[src/rtl/array_15_ctrl.sv]
`timescale 1ns/1ps
`default_nettype none
// ============================================================================
//  Module      : array_15_ctrl
//  Description : Two-requester (A/B) controller in front of a single
//                1R1W synchronous memory. Reads and writes are arbitrated
//                round-robin with independent pointers. Read data comes back
//                one cycle after the grant. An optional power-up sweep
//                (ARRAY_15_CTRL_INIT_EN) zeroes every entry before any
//                requester is admitted.
//  Revision    : 1.0 - initial release
// ----------------------------------------------------------------------------
//  Build macro : ARRAY_15_CTRL_INIT_EN - when defined, the INIT sweep is
//                compiled in and busy is high while it runs. When undefined,
//                the controller serves requests as soon as reset is released
//                and busy is tied low.
// ----------------------------------------------------------------------------
//  Ports
//    clock, reset                 : rising-edge clock, async active-high reset
//    a_/b_rd_valid, _rd_addr      : read requests
//    a_/b_rd_ready                : read grant (valid && ready = accepted)
//    a_/b_rd_resp, _rd_data       : one-cycle response pulse and its data
//    a_/b_wr_valid, _wr_addr,
//      _wr_data, _wr_mask         : write requests (mask: 2 segments of DW/2)
//    a_/b_wr_ready                : write grant
//    mem_R0_en/addr/data          : memory read port (data one cycle later)
//    mem_W0_en/addr/data/mask     : memory write port
//    busy                         : high while the INIT sweep runs
// ============================================================================
module array_15_ctrl #(
    parameter int DEPTH = 2048,
    parameter int AW    = 11,
    parameter int DW    = 4
) (
    input  logic          clock,
    input  logic          reset,

    input  logic          a_rd_valid,
    input  logic [AW-1:0] a_rd_addr,
    output logic          a_rd_ready,
    output logic          a_rd_resp,
    output logic [DW-1:0] a_rd_data,

    input  logic          b_rd_valid,
    input  logic [AW-1:0] b_rd_addr,
    output logic          b_rd_ready,
    output logic          b_rd_resp,
    output logic [DW-1:0] b_rd_data,

    input  logic          a_wr_valid,
    input  logic [AW-1:0] a_wr_addr,
    input  logic [DW-1:0] a_wr_data,
    input  logic [1:0]    a_wr_mask,
    output logic          a_wr_ready,

    input  logic          b_wr_valid,
    input  logic [AW-1:0] b_wr_addr,
    input  logic [DW-1:0] b_wr_data,
    input  logic [1:0]    b_wr_mask,
    output logic          b_wr_ready,

    output logic          mem_R0_en,
    output logic [AW-1:0] mem_R0_addr,
    input  logic [DW-1:0] mem_R0_data,

    output logic          mem_W0_en,
    output logic [AW-1:0] mem_W0_addr,
    output logic [DW-1:0] mem_W0_data,
    output logic [1:0]    mem_W0_mask,

    output logic          busy
);

    // ------------------------------------------------------------------------
    // Configuration guard: the address space must be able to hold DEPTH
    // entries. Nothing is instantiated; an undersized AW simply leaves this
    // block empty in the elaborated hierarchy as a marker.
    // ------------------------------------------------------------------------
    if (DEPTH > (1 << AW)) begin : g_depth_exceeds_aw
    end

    // run_en    : requesters may be granted this cycle
    // init_act  : the sweep owns the write port this cycle
    logic          run_en;
    logic          init_act;
    logic [AW-1:0] init_cnt;

`ifdef ARRAY_15_CTRL_INIT_EN
    localparam logic [AW-1:0] LAST_ADDR = AW'(DEPTH - 1);

    typedef enum logic [0:0] {
        ST_INIT = 1'b0,
        ST_RUN  = 1'b1
    } state_t;

    state_t        state;
    state_t        state_nxt;
    logic [AW-1:0] init_cnt_nxt;

    always_ff @(posedge clock or posedge reset) begin
        if (reset) begin
            state    <= ST_INIT;
            init_cnt <= '0;
        end else begin
            state    <= state_nxt;
            init_cnt <= init_cnt_nxt;
        end
    end

    always_comb begin
        state_nxt    = state;
        init_cnt_nxt = init_cnt;
        case (state)
            ST_INIT: begin
                // The write of the last address happens in this cycle; RUN
                // starts on the following one.
                if (init_cnt == LAST_ADDR) begin
                    state_nxt    = ST_RUN;
                    init_cnt_nxt = '0;
                end else begin
                    init_cnt_nxt = init_cnt + 1'b1;
                end
            end
            ST_RUN:  state_nxt = ST_RUN;
            default: state_nxt = ST_INIT;
        endcase
    end

    // State is already INIT while reset is high, but the sweep write is
    // additionally masked so the memory is left untouched during reset.
    assign init_act = (state == ST_INIT) && !reset;
    assign run_en   = (state == ST_RUN);
    assign busy     = (state == ST_INIT);
`else
    // Without the sweep the controller is live whenever reset is low.
    assign init_act = 1'b0;
    assign init_cnt = '0;
    assign run_en   = !reset;
    assign busy     = 1'b0;
`endif

    // ------------------------------------------------------------------------
    // Round-robin arbitration. *_prio_b set means B wins a tie; it flips to
    // favour the other requester only when a grant is actually issued.
    // ------------------------------------------------------------------------
    logic rd_prio_b;
    logic wr_prio_b;
    logic a_rd_win;
    logic b_rd_win;
    logic a_wr_win;
    logic b_wr_win;

    always_comb begin
        a_rd_win = run_en && a_rd_valid && (!b_rd_valid || !rd_prio_b);
        b_rd_win = run_en && b_rd_valid && (!a_rd_valid ||  rd_prio_b);
        a_wr_win = run_en && a_wr_valid && (!b_wr_valid || !wr_prio_b);
        b_wr_win = run_en && b_wr_valid && (!a_wr_valid ||  wr_prio_b);
    end

    assign a_rd_ready = a_rd_win;
    assign b_rd_ready = b_rd_win;
    assign a_wr_ready = a_wr_win;
    assign b_wr_ready = b_wr_win;

    always_ff @(posedge clock or posedge reset) begin
        if (reset) begin
            rd_prio_b <= 1'b0;
            wr_prio_b <= 1'b0;
        end else begin
            if (a_rd_win) begin
                rd_prio_b <= 1'b1;
            end else if (b_rd_win) begin
                rd_prio_b <= 1'b0;
            end
            if (a_wr_win) begin
                wr_prio_b <= 1'b1;
            end else if (b_wr_win) begin
                wr_prio_b <= 1'b0;
            end
        end
    end

    // ------------------------------------------------------------------------
    // Read path: address goes to memory in the grant cycle, the response
    // pulse is the grant delayed by one cycle, matching memory latency.
    // ------------------------------------------------------------------------
    logic a_resp_q;
    logic b_resp_q;

    always_ff @(posedge clock or posedge reset) begin
        if (reset) begin
            a_resp_q <= 1'b0;
            b_resp_q <= 1'b0;
        end else begin
            a_resp_q <= a_rd_win;
            b_resp_q <= b_rd_win;
        end
    end

    always_comb begin
        mem_R0_en   = 1'b0;
        mem_R0_addr = '0;
        if (a_rd_win) begin
            mem_R0_en   = 1'b1;
            mem_R0_addr = a_rd_addr;
        end else if (b_rd_win) begin
            mem_R0_en   = 1'b1;
            mem_R0_addr = b_rd_addr;
        end
    end

    assign a_rd_resp = a_resp_q;
    assign b_rd_resp = b_resp_q;
    assign a_rd_data = a_resp_q ? mem_R0_data : '0;
    assign b_rd_data = b_resp_q ? mem_R0_data : '0;

    // ------------------------------------------------------------------------
    // Write path: the sweep owns the port in INIT, otherwise the write
    // winner is passed straight through. A zero mask is forwarded as-is and
    // still consumes the slot.
    // ------------------------------------------------------------------------
    always_comb begin
        mem_W0_en   = 1'b0;
        mem_W0_addr = '0;
        mem_W0_data = '0;
        mem_W0_mask = 2'b00;
        if (init_act) begin
            mem_W0_en   = 1'b1;
            mem_W0_addr = init_cnt;
            mem_W0_mask = 2'b11;
        end else if (a_wr_win) begin
            mem_W0_en   = 1'b1;
            mem_W0_addr = a_wr_addr;
            mem_W0_data = a_wr_data;
            mem_W0_mask = a_wr_mask;
        end else if (b_wr_win) begin
            mem_W0_en   = 1'b1;
            mem_W0_addr = b_wr_addr;
            mem_W0_data = b_wr_data;
            mem_W0_mask = b_wr_mask;
        end
    end

endmodule
`default_nettype wire

[config.mk]
export PLATFORM = sky130hd
export DESIGN_NAME = array_15_ctrl
export DESIGN_NICKNAME = d
export VERILOG_FILES = /design/src/rtl/array_15_ctrl.sv
export SDC_FILE = /design/constraint.sdc
export NUM_CORES = 1
export LEC_CHECK = 0
export ABC_CLOCK_PERIOD_IN_PS = 3500
export CORE_MARGIN = 3
export CORE_UTILIZATION = 24
export CTS_CLUSTER_DIAMETER = 200
export DETAILED_ROUTE_END_ITERATION = 12
export GPL_TIMING_DRIVEN = 0
export MAX_ROUTING_LAYER = met4
export PLACE_DENSITY = 0.87
export SLEW_MARGIN = 20
export SYNTH_ARGS = -nofsm -noshare
export SYNTH_HDL_FRONTEND = slang
export SYNTH_SLANG_ARGS = --single-unit
[constraint.sdc]
create_clock -name clock -period 3.5 [get_ports clock]
set_input_delay 0.7 -clock clock [delete_from_list [all_inputs] [get_ports clock]]
set_output_delay 0.7 -clock clock [all_outputs]
set_load 0.005 [all_outputs]
==> impl_metrics.json, run 1 <==
{
  "worst-endpoint-arrival_ps": 2520,
  "synth_cells": 99,
  "min_period_over_period_pct": 92.0,
  "htree_levels": 1,
  "ys_seq_area_share_pct": 14.5,
  "drt_iter0_drc": 71,
  "grt_overflow": 0,
  "async_flop_share_pct": 100,
  "synth_fp_nets": 165,
  "finalSetupViolCount": 0,
  "n_antenna_cell": 0,
  "drcViolationCount": 0,
  "path_max_fanout": 10,
  "area_delta_synth_final_pct": 167,
  "routedWlPerCell_microns": 15.0,
  "synth_warnings": 0,
  "period_minus_slack_ps": 3220,
  "clock-sinks": 4,
  "place_hpwl_mm": 2.94,
  "ys_types": 19,
  "vias": 1227,
  "cp-end-kind": "output pin",
  "detail-route-antenna-nets": 0,
  "die_w_microns": 59.6,
  "power.density_nw_per_um2": 199,
  "netlist_area_sq_um": 689,
  "maxCapViolCount": 0,
  "final_common_cell": "clkdlybuf4s50_1",
  "synth.avg_cell_area_sq_um": 6.96,
  "wl_mm": 3.61,
  "gp_congestion": 0.736,
  "fmaxAchievable_mhz": 311,
  "die_h_microns": 59.6,
  "io_pins": 111,
  "fp-row-count": 18,
  "cts_inserted_buffers": 3,
  "layout_common_cells": "clkdlybuf4s50_1, nor2_1, a32oi_1",
  "ff_latch_area_sq_um": 100,
  "hold_viol": 0,
  "slew_viol_final": 0,
  "critPathRequiredTime_ps": 2800,
  "p_leak_nw": 0.684,
  "antenna_found_initial": 0,
  "start_util_pct": 26.4,
  "status": "completed",
  "cts_buffer_depth": 2,
  "post-cts-setup-buffer-count": 0,
  "layout.nets": 279,
  "grt_max_degree": 13,
  "synth-seq-cells": 4,
  "cts_tree": "yes",
  "viasPerCell": 5.09,
  "worstHoldPathType": "reg -> reg",
  "drive_above_1_share_pct": 6.16,
  "tns_ps": 0,
  "grt_pass1_vias": 1217,
  "die_area_sq_um": 3550,
  "grtUsageTotal_pct": 21.0,
  "grt_pass1_wl_mm": 5.65,
  "clock_latency_ps": 240,
  "cts_root_buf": "clkbuf_4",
  "multi_input_area_sq_um": 509,
  "synth_flop_cell": "dfrtp_1",
  "cts.clk_slew.worst_paths_ps": 40,
  "reg2reg_setup_slack_ps": 2390,
  "startpoint_type": "input pin",
  "ctsResizeCount": 0,
  "first_pass_iters": 4,
  "io_buffers": 109,
  "rsz0062_at_grt": "no",
  "core_sq_um": 2610,
  "holdWs_ps": 538,
  "synth-edff-count": 0,
  "crit_type": "in -> out",
  "fillers": 217,
  "finalClockSkew_ps": 5.09,
  "vdd_drop_max_v": 0.000186,
  "postCtsHoldBufs": 0
}
[per-stage QoR]
stage	utilization (%)	cells	power [W]	area, sq um	setup WS (ps)
after CTS	70.5	241	0.000368	1840	300
after global routing	70.5	241	0.000393	1840	147
final	70.5	241	0.000367	1840	281
after global placement	69.6	238	0.000301	1820	366
after floorplan	-	99	0.000149	689	1520
after detailed placement	69.6	238	0.000307	1820	312
[logic make-up after synthesis]
kind of cell           count (synthesis)  synth area share, %
AOI/OAI and AO/OA                     35                 43.4
and+or+nand+nor                       46                 29.9
DFF                                    4                 14.5
buffers and inverters                 13                 11.6
other                                  1                0.544
[Yosys cell counts (2+ instances only)]
master / n / area share [%]
clkbuf_1: 4 / 2.2
a32oi_1: 28 / 36
nor2_1: 32 / 17
nand2b_1: 2 / 1.8
buf_2: 4 / 2.9
a21oi_1: 3 / 2.2
and2_1: 9 / 8.2
dfrtp_1: 4 / 15
buf_4: 2 / 2.2
a31oi_1: 2 / 1.8
[power breakdown]
| group | internal (W) | switching, W | leakage, nW |
|---|---|---|---|
| clock network | 0.0000385 | 0.0000209 | 0.0138 |
| logic | 0.000160 | 0.0000873 | 0.621 |
| registers | 0.0000526 | 0.00000769 | 0.0487 |
| total | 0.000251 | 0.000116 | 0.684 |
[flip-flops by register name (all words and copies together) (netlist names)]
register   cells
a_rd_resp      1
b_rd_resp      1
wr_prio_b      1
rd_prio_b      1
[worst max-delay path: stages]
cell and delay (ps):
clkdlybuf4s50_1 560, a21boi_4 320, buf_4 220, a32oi_1 60, nor2_1 110, clkdlybuf4s50_1 530
[path summary, 6_finish.rpt]
| kind | end | cells after the start | from |
|---|---|---|---|
| worst max-delay path | mem_W0_addr[4] | 6 | a_wr_valid |
| worst min-delay path | rd_prio_b | 1 | rd_prio_b |
| worst max register to register | b_rd_resp | 3 | rd_prio_b |
| worst min register to register | rd_prio_b | 1 | rd_prio_b |
| max in group asynchronous | b_rd_resp | 2 | reset |
| min in group asynchronous | rd_prio_b | 2 | reset |
[per-layer routing]
layer / part of all wire (%) / global-route usage [%] / vias up
li1: - / - / 604
met4: 0.25 / 4.43 / 0
met3: 9.2 / 3.05 / 2
met1: 39 / 25.2 / 557
met5: 0 / - / -
met2: 51 / 37.0 / 64
[final cells by class]
type / instances / share of cell area, %
timing repair buffer: 109 / 59.3
multi-input combinational: 82 / 27.7
sequential: 4 / 5.44
buffer: 12 / 4.15
tap: 30 / 2.04
clock buffer: 3 / 1.22
inverter: 1 / 0.204
Note: power is estimated with default switching activity, not from simulation.
==> run 2: changes to the inputs <==
==> constraint.sdc (replaced) <==
create_clock -name clock -period 3.5 [get_ports clock]
set_input_delay 0.7 -clock clock [delete_from_list [all_inputs] [get_ports clock]]
set_output_delay 0.7 -clock clock [all_outputs]
set_load 0.01 [all_outputs]
==> results of run 2 <==
The final DEF is identical to that of run 1. Status: completed.
Among the figures that moved: setup slack after placement 312 ps -> 278 ps; setup slack after layout 281 ps -> 247 ps; total power 0.000367 W -> 0.000381 W; worst IR drop on VDD 0.000186 V -> 0.000191 V
==> run 3: changes to the inputs <==
--- a/config.mk
+++ b/config.mk
@@ -13,6 +13,7 @@
 export GPL_TIMING_DRIVEN = 0
 export MAX_ROUTING_LAYER = met4
 export PLACE_DENSITY = 0.87
+export RECOVER_POWER = 100
 export SLEW_MARGIN = 20
 export SYNTH_ARGS = -nofsm -noshare
 export SYNTH_HDL_FRONTEND = slang
==> run 3 against run 2 <==
Hold slack lost 1.6 ps. Non-clock buffer count unchanged. Die area is the same. Sequential power is essentially flat. Clock skew barely moved. Design area unchanged. Highest routed layer unchanged. Flip-flop and latch count did not move. Clock-buffer cell count did not move. Core utilization is the same.
==> impl_metrics.json, run 3 (synthesis results as in run 1) <==
{
  "hold_viol": 0,
  "cp-end-kind": "output pin",
  "area_delta_synth_final_pct": 167,
  "die_w_microns": 59.6,
  "io_pins": 111,
  "antenna_found_initial": 0,
  "reg2regPathDepth": 3,
  "routedWlPerCell_microns": 14.9,
  "setup_ws_ps": 129,
  "final_common_cell": "clkdlybuf4s50_1",
  "layout.nets": 279,
  "grtUsageTotal_pct": 21.0,
  "rr_endpoint": "b_rd_resp",
  "viasPerCell": 5.13,
  "critPathRequiredTime_ps": 2800,
  "drive_above_1_share_pct": 6.16,
  "fillers": 217,
  "clock-sinks": 4,
  "cts_buffer_depth": 2,
  "power.density_nw_per_um2": 201,
  "finish.utilization_pct": 70.5,
  "startpoint_type": "input pin",
  "path_max_fanout": 10,
  "cts_tree": "yes",
  "crit_end": "mem_R0_addr[7]",
  "place_hpwl_mm": 2.94,
  "min_period_over_period_pct": 96.3,
  "pwr-share-seq_pct": 16.3,
  "cts.clk_slew.worst_paths_ps": 40,
  "postCtsHoldBufs": 0,
  "p_sw_share_pct": 34.6,
  "fmaxAchievable_mhz": 297,
  "place_ws_ps": 278,
  "io_buffers": 109,
  "status": "completed",
  "fp-row-count": 18,
  "wl_mm": 3.60,
  "cts_root_buf": "clkbuf_4",
  "finalClockSkew_ps": 5.48,
  "die_area_sq_um": 3550,
  "reg2reg_setup_slack_ps": 2390,
  "gp_congestion": 0.736,
  "drt_iter0_drc": 83,
  "cts_inserted_buffers": 3,
  "n_antenna_cell": 0,
  "p_leak_nw": 0.770,
  "maxCapViolCount": 0,
  "htree_levels": 1,
  "crit_type": "in -> out",
  "rsz0062_at_grt": "no",
  "vdd_drop_max_v": 0.000188,
  "drcViolationCount": 0,
  "worst-endpoint-arrival_ps": 2670,
  "p_sw_w": 0.000128,
  "grt_max_degree": 13,
  "period_minus_slack_ps": 3370,
  "p_total_w": 0.000370,
  "grt_pass1_vias": 1217,
  "slew_viol_final": 0,
  "first_pass_iters": 4,
  "ctsResizeCount": 0,
  "core_sq_um": 2610,
  "p_int_w": 0.000242,
  "startpoint": "b_rd_valid",
  "detail-route-antenna-nets": 0,
  "vias": 1236,
  "start_util_pct": 26.4,
  "grt_pass1_wl_mm": 5.65,
  "worstHoldPathType": "reg -> reg",
  "post-cts-setup-buffer-count": 0,
  "clock_latency_ps": 240,
  "power_frac_clock_pct": 16.1,
  "finalSetupViolCount": 0,
  "reg2reg_from": "rd_prio_b",
  "die_h_microns": 59.6,
  "tns_ps": 0,
  "layout_common_cells": "clkdlybuf4s50_1, dlygate4sd3_1, nor2_1",
  "combPwrFrac_pct": 67.6,
  "grt_overflow": 0
}
run 3: cell count changes in the layout (fill, tap and decap cells not counted), sizes merged:
| cell | before | now |
|---|---|---|
| clkdlybuf4s50 | 109 | 73 |
| dlygate4sd3 | 0 | 36 |
run 3: metrics by stage:
step	hold WS [ps]	cell area, sq um	std cells
2_1_floorplan	485	689	99
3_3_place_gp	514	1820	238
3_5_place_dp	533	1820	238
4_1_cts	536	1840	241
5_1_grt	579	1840	241
6_report	536	1840	241
run 3: how the worst min path moves through the flow:
stage                          from   endpoint  slack, ps  cells past startpoint
after detailed placement  rd_prio_b  rd_prio_b        530                      1
final                     rd_prio_b  a_rd_resp        540                      1
after floorplan               reset  a_rd_resp        490                      1
after global placement    rd_prio_b  rd_prio_b        510                      1
after CTS                 rd_prio_b  rd_prio_b        540                      1
after global routing      rd_prio_b  rd_prio_b        580                      1
run 3: area by class of cell:
type / instances / area, sq um / area share (%)
plain buffers: 12 / 76.3 / 4.15
clock buffers: 3 / 22.5 / 1.22
inverters: 1 / 3.75 / 0.204
multi-input cells: 82 / 509 / 27.7
flip-flops and latches: 4 / 100 / 5.44
well taps: 30 / 37.5 / 2.04
repair buffers: 109 / 1090 / 59.3
run 3: critical path, stage by stage:
cell and delay (ps):
dlygate4sd3_1 680, clkbuf_1 380, a32oi_1 170, nor2_1 110, dlygate4sd3_1 620
run 3: routing by layer:
layer  routed length (microns)  GRT usage (%)  share of wire, %  vias up
li1                          -              -                 -      604
met1                      1360           25.2                38      561
met2                      1870           37.0                52       69
met3                       359           3.05                10        2
met4                         9           4.43              0.25        0
met5                         0              -                 0        -
run 3: power groups by stage:
| stage | logic, W | registers [W] | clock network, W |
|---|---|---|---|
| 2_1_floorplan | 0.000103 | 0.0000599 | 0 |
| 3_3_place_gp | 0.000255 | 0.0000602 | 0 |
| 3_5_place_dp | 0.000260 | 0.0000611 | 0 |
| 4_1_cts | 0.000261 | 0.0000603 | 0.0000606 |
| 5_1_grt | 0.000270 | 0.0000620 | 0.0000635 |
| 6_report | 0.000250 | 0.0000602 | 0.0000597 |
